===== src/rtl/thermal_tx_framer.sv =====
// Thermal covert-channel framer: serialises one byte per frame as on-off keying on heat_en.
// Frame = preamble, data MSB-first, even parity, then a forced-cool guard interval.
module thermal_tx_framer #(
    parameter int unsigned BIT_PERIOD = 50_000_000,
    parameter int unsigned PRE_BITS   = 4,
    parameter logic [7:0]  PREAMBLE   = 8'hA0,
    parameter int unsigned COOL_BITS  = 2
) (
    input  logic       clk,
    input  logic       reset_n,
    input  logic [7:0] tx_data,
    input  logic       tx_valid,
    output logic       tx_ready,
    input  logic       abort,
    output logic       heat_en,
    output logic       busy,
    output logic [3:0] bit_index,
    output logic       frame_done
);

    typedef enum logic [2:0] {
        S_IDLE,
        S_PRE,
        S_DATA,
        S_PAR,
        S_COOL
    } state_t;

    localparam logic [31:0] LAST_CNT  = 32'(BIT_PERIOD - 1);
    localparam logic [31:0] COOL_LAST = 32'(COOL_BITS - 1);
    localparam logic [3:0]  PRE_LAST  = 4'(PRE_BITS - 1);
    localparam logic [3:0]  DATA_LAST = 4'(PRE_BITS + 7);
    localparam logic [3:0]  GUARD_IDX = 4'(PRE_BITS + 8);

    state_t      state_q, state_d;
    logic [31:0] cnt_q, cnt_d;
    logic [31:0] cool_cnt_q, cool_cnt_d;
    logic [7:0]  data_q, data_d;
    logic [7:0]  pre_q, pre_d;
    logic        par_q, par_d;
    logic        heat_q, heat_d;
    logic [3:0]  idx_q, idx_d;
    logic        done_q, done_d;
    logic        bit_tc;

    assign tx_ready   = (state_q == S_IDLE);
    assign busy       = (state_q != S_IDLE);
    assign heat_en    = heat_q;
    assign bit_index  = idx_q;
    assign frame_done = done_q;
    assign bit_tc     = (cnt_q == LAST_CNT);

    // NOTE: every always_comb output gets a default first so no path leaves it unassigned (no latches).
    always_comb begin
        state_d    = state_q;
        cnt_d      = cnt_q;
        cool_cnt_d = cool_cnt_q;
        data_d     = data_q;
        pre_d      = pre_q;
        par_d      = par_q;
        heat_d     = heat_q;
        idx_d      = idx_q;
        done_d     = 1'b0;

        case (state_q)
            S_IDLE: begin
                if (tx_valid && tx_ready) begin
                    state_d = S_PRE;
                    data_d  = tx_data;
                    par_d   = ^tx_data;
                    pre_d   = {PREAMBLE[6:0], 1'b0};
                    heat_d  = PREAMBLE[7];
                    idx_d   = 4'd0;
                    cnt_d   = 32'd0;
                end
            end
            S_PRE, S_DATA, S_PAR: begin
                if (abort || (state_q == S_PAR && bit_tc)) begin
                    // Abort and normal parity exit both enter the guard interval from its start.
                    cnt_d      = 32'd0;
                    cool_cnt_d = 32'd0;
                    heat_d     = 1'b0;
                    if (COOL_BITS == 0) begin
                        state_d = S_IDLE;
                        idx_d   = 4'd0;
                        done_d  = 1'b1;
                    end else begin
                        state_d = S_COOL;
                        idx_d   = GUARD_IDX;
                    end
                end else if (bit_tc) begin
                    cnt_d = 32'd0;
                    idx_d = idx_q + 4'd1;
                    if (state_q == S_PRE && idx_q != PRE_LAST) begin
                        heat_d = pre_q[7];
                        pre_d  = {pre_q[6:0], 1'b0};
                    end else if (idx_q == DATA_LAST) begin
                        state_d = S_PAR;
                        heat_d  = par_q;
                    end else begin
                        state_d = S_DATA;
                        heat_d  = data_q[7];
                        data_d  = {data_q[6:0], 1'b0};
                    end
                end else begin
                    cnt_d = cnt_q + 32'd1;
                end
            end
            S_COOL: begin
                if (bit_tc) begin
                    cnt_d = 32'd0;
                    if (cool_cnt_q == COOL_LAST) begin
                        state_d = S_IDLE;
                        idx_d   = 4'd0;
                        done_d  = 1'b1;
                    end else begin
                        cool_cnt_d = cool_cnt_q + 32'd1;
                    end
                end else begin
                    cnt_d = cnt_q + 32'd1;
                end
            end
            default: begin
                state_d = S_IDLE;
                heat_d  = 1'b0;
                idx_d   = 4'd0;
                cnt_d   = 32'd0;
            end
        endcase
    end

    // NOTE: sequential state uses non-blocking assignments so all flops update from pre-edge values.
    always_ff @(posedge clk) begin
        if (!reset_n) begin
            state_q    <= S_IDLE;
            cnt_q      <= 32'd0;
            cool_cnt_q <= 32'd0;
            data_q     <= 8'd0;
            pre_q      <= 8'd0;
            par_q      <= 1'b0;
            heat_q     <= 1'b0;
            idx_q      <= 4'd0;
            done_q     <= 1'b0;
        end else begin
            state_q    <= state_d;
            cnt_q      <= cnt_d;
            cool_cnt_q <= cool_cnt_d;
            data_q     <= data_d;
            pre_q      <= pre_d;
            par_q      <= par_d;
            heat_q     <= heat_d;
            idx_q      <= idx_d;
            done_q     <= done_d;
        end
    end

endmodule

===== config.mk =====
export PLATFORM = sky130hd
export DESIGN_NAME = thermal_tx_framer
export DESIGN_NICKNAME = d
export VERILOG_FILES = /design/src/rtl/thermal_tx_framer.sv
export SDC_FILE = /design/constraint.sdc
export NUM_CORES = 1
export LEC_CHECK = 0
export CAP_MARGIN = 5
export CORE_MARGIN = 4
export CORE_UTILIZATION = 58
export CTS_CLUSTER_SIZE = 10
export DETAILED_ROUTE_END_ITERATION = 7
export GPL_ROUTABILITY_DRIVEN = 0
export GPL_TIMING_DRIVEN = 0
export HOLD_SLACK_MARGIN = 0.12
export PLACE_DENSITY = 0.82
export SLEW_MARGIN = 20
export SYNTH_ARGS = -nofsm -noshare
export SYNTH_HDL_FRONTEND = slang
export SYNTH_SLANG_ARGS = --single-unit

===== constraint.sdc =====
create_clock -name clk -period 3.1 [get_ports clk]
set_input_delay 0.62 -clock clk [delete_from_list [all_inputs] [get_ports clk]]
set_output_delay 0.62 -clock clk [all_outputs]
set_load 0.03 [all_outputs]

==> impl_metrics.ini, run 1 <==
[setup_path]
crit_path_max_fanout = 10
critPathLaunchType = flip-flop
critPathKind = flip-flop to output port
crit_required_ns = 2.48
endpoint_kind = output port
worstPathArrival_ns = 2.26

[logic_synthesis]
async_flop_share = 0
postSynthCellCount = 557
yosysWarnings = 0
synth_top_area_cell = dfxtp_1
synth_edf_count = 0
syn-num-nets = 573
synthDistinctLibCells = 55
synth_flop_cell = dfxtp_1
synth_top_area_frac = 0.373
yosysSeqAreaShare = 0.373
syn-mean-instance-area_um2 = 8.09
synth_area_leaders = dfxtp_1, a21oi_1, o21ai_0
synthMostInstantiatedCell = dfxtp_1
synth_common_cells = dfxtp_1, nor2_1, nand2_1
yosys_register_bits = 84
netlist_area_mm2 = 0.00451

[drt]
drt_iter0_drc = 328
viasPerCell = 6.44
drt.antenna.violating_nets = 0
drc = 0
vias = 4441
totalWireLength_um = 11000
first_pass_iters = 6
wl_per_cell_um = 15.9

[timing]
relSlewSlack = 0.340
tightest_slew_ns = 0.982
rsz0062_at_grt = false
tns_ns = 0
period_share = 0.929
maxSlewViolCount = 0
clock_skew_ns = 0.0157
max_freq_mhz = 347
finalHoldViolations = 0
min_period_ns = 2.88
setup_viol = 0

[global_route]
overflow = 0
grt_usage = 0.253
use_met2 = 0.402
grt_max_degree = 14
grt_use_met1 = 0.338
antenna_found_initial = 0
grt_pass1_wl_um = 18800
grt-busiest-layer = met2
grt_pass1_vias = 4157
grt.met3_usage = 0.0571

[clock_network]
clk_path_buf_depth = 2
path_clk_slew_ns = 0.08
cts_tree = yes
cts_root_buf = clkbuf_8
htree_num_levels = 3
numCtsBuffers = 9
insertion_delay_ns = 0.36
holdBufCountCts = 0
cts_sinks = 84

[die]
initial_core_util = 0.608
die_height_um = 96.2
fp.dieW_um = 96.2
core_area_mm2 = 0.00741
fp.dieArea_mm2 = 0.00924
ios = 20
num_rows = 31

[status]
run_status = complete, no violations

[power]
powerDensity_mw_per_mm2 = 621
ir_worst_vdd_mv = 0.326
p_leak_nw = 1.67

[placed_design]
dp_hpwl_um = 7900
place_inst = 675
port-buffer-count = 19

[job]
maxCapViolations = 0

[layout]
stdcell_count = 690
area_growth_pct = 11.2
nNetsFinal = 603
fill_cells = 625
drive_above_1_share = 0.0541
diodes = 0

[worst_hold_path]
min_path_type = flip-flop to flip-flop
-- sequential cells by signal, indices dropped and copies added, names as in the netlist --
signal,count
cnt_q,32
cool_cnt_q,32
data_q,8
bit_index,4
state_q,3
pre_q,2
frame_done,1
heat_en,1
par_q,1
-- cell usage in the layout, fill, tap and decap left out, types with 3 or more instances in the layout --
master,instances
nand4_1,29
a211oi_1,3
nor4_1,14
a31oi_1,7
and2_1,7
xor2_1,14
buf_1,4
clkbuf_1,20
dfxtp_1,84
nor3_1,18
nand3b_1,4
or3_1,22
o31ai_1,14
clkbuf_8,9
buf_2,3
nand2_1,42
o41ai_1,4
xnor2_1,13
inv_1,12
ha_1,4
or4_1,11
nand3_1,23
mux2i_1,9
a21oi_1,40
nor4b_1,4
and3_1,14
clkinv_2,3
o211ai_1,6
nor2_1,49
clkdlybuf4s50_1,19
o21ai_0,40
and4_1,8
-- worst paths after layout --
kind	startpoint	endpoint	slack, ns	cells past startpoint
max	state_q[2]$_SDFFE_PN0P_	tx_ready	0.22	5
min	data_q[2]$_SDFFE_PN0P_	data_q[2]$_SDFFE_PN0P_	0.48	2
max reg2reg	cool_cnt_q[0]$_SDFFE_PN0P_	cool_cnt_q[29]$_SDFFE_PN0P_	0.27	9
min reg2reg	data_q[2]$_SDFFE_PN0P_	data_q[2]$_SDFFE_PN0P_	0.48	2
-- layer usage --
layer,wire length (um),vias up
li1,-,2150
met1,4920,2116
met2,5330,154
met3,583,21
met4,161,0
met5,0,-
-- repair_timing --
action | in CTS | in global routing
resized for setup | 0 | 3
endpoints found under the setup margin | 0 | 11
setup buffers | 0 | 0
-- cells by family (layout without fill, tap and decap cells) --
group,Yosys count,after routing,share of synthesized area
AOI/OAI and AO/OA,130,130,0.176
xor gates and xnor gates,27,27,0.0525
adders and majority gates,4,4,0.0111
buffers and inverters,41,75,0.0375
DFF,84,84,0.373
muxes,9,9,0.0200
and+or+nand+nor,262,262,0.330
-- critical path: stages (launching register included) --
cell,delay (ns)
dfxtp_1,0.37
clkbuf_1,0.22
or3_1,0.40
clkbuf_1,0.16
inv_1,0.08
clkdlybuf4s50_1,0.66
-- metrics by stage --
step | total power [W] | cell area (um2) | hold WS, ns | setup slack (ns) | util
after floorplan | 0.00203 | 4510 | 0.436 | 0.874 | -
after global placement | 0.00232 | 4820 | 0.452 | 0.137 | 0.651
after detailed placement | 0.00236 | 4820 | 0.462 | 0.0719 | 0.651
after CTS | 0.00309 | 5000 | 0.474 | 0.0211 | 0.675
after global routing | 0.00330 | 5010 | 0.500 | 0.0258 | 0.676
final | 0.00311 | 5010 | 0.477 | 0.219 | 0.676
-- report_power, final --
part | internal [W] | leakage [nW] | switching (W)
Sequential | 0.00117 | 0.679 | 0.0000727
Clock | 0.000366 | 0.0959 | 0.000390
Combinational | 0.000380 | 0.900 | 0.000738
Total | 0.00191 | 1.67 | 0.00120
-- layout make-up --
type | instances | area (um2) | area share
flip-flops and latches | 84 | 1680 | 0.336
multi-input cells | 432 | 2660 | 0.532
well taps | 99 | 124 | 0.0247
inverters | 12 | 45.0 | 0.00899
repair buffers | 19 | 190 | 0.0380
clock inverters | 5 | 53.8 | 0.0107
plain buffers | 29 | 125 | 0.0250
clock buffers | 10 | 128 | 0.0255
(Power assumes the default switching activity.)
==> run 2, diff against run 1 <==
- SLEW_MARGIN: 20 -> unset
==> results of run 2 <==
Final layout, timing and power as in run 1 (identical DEF).
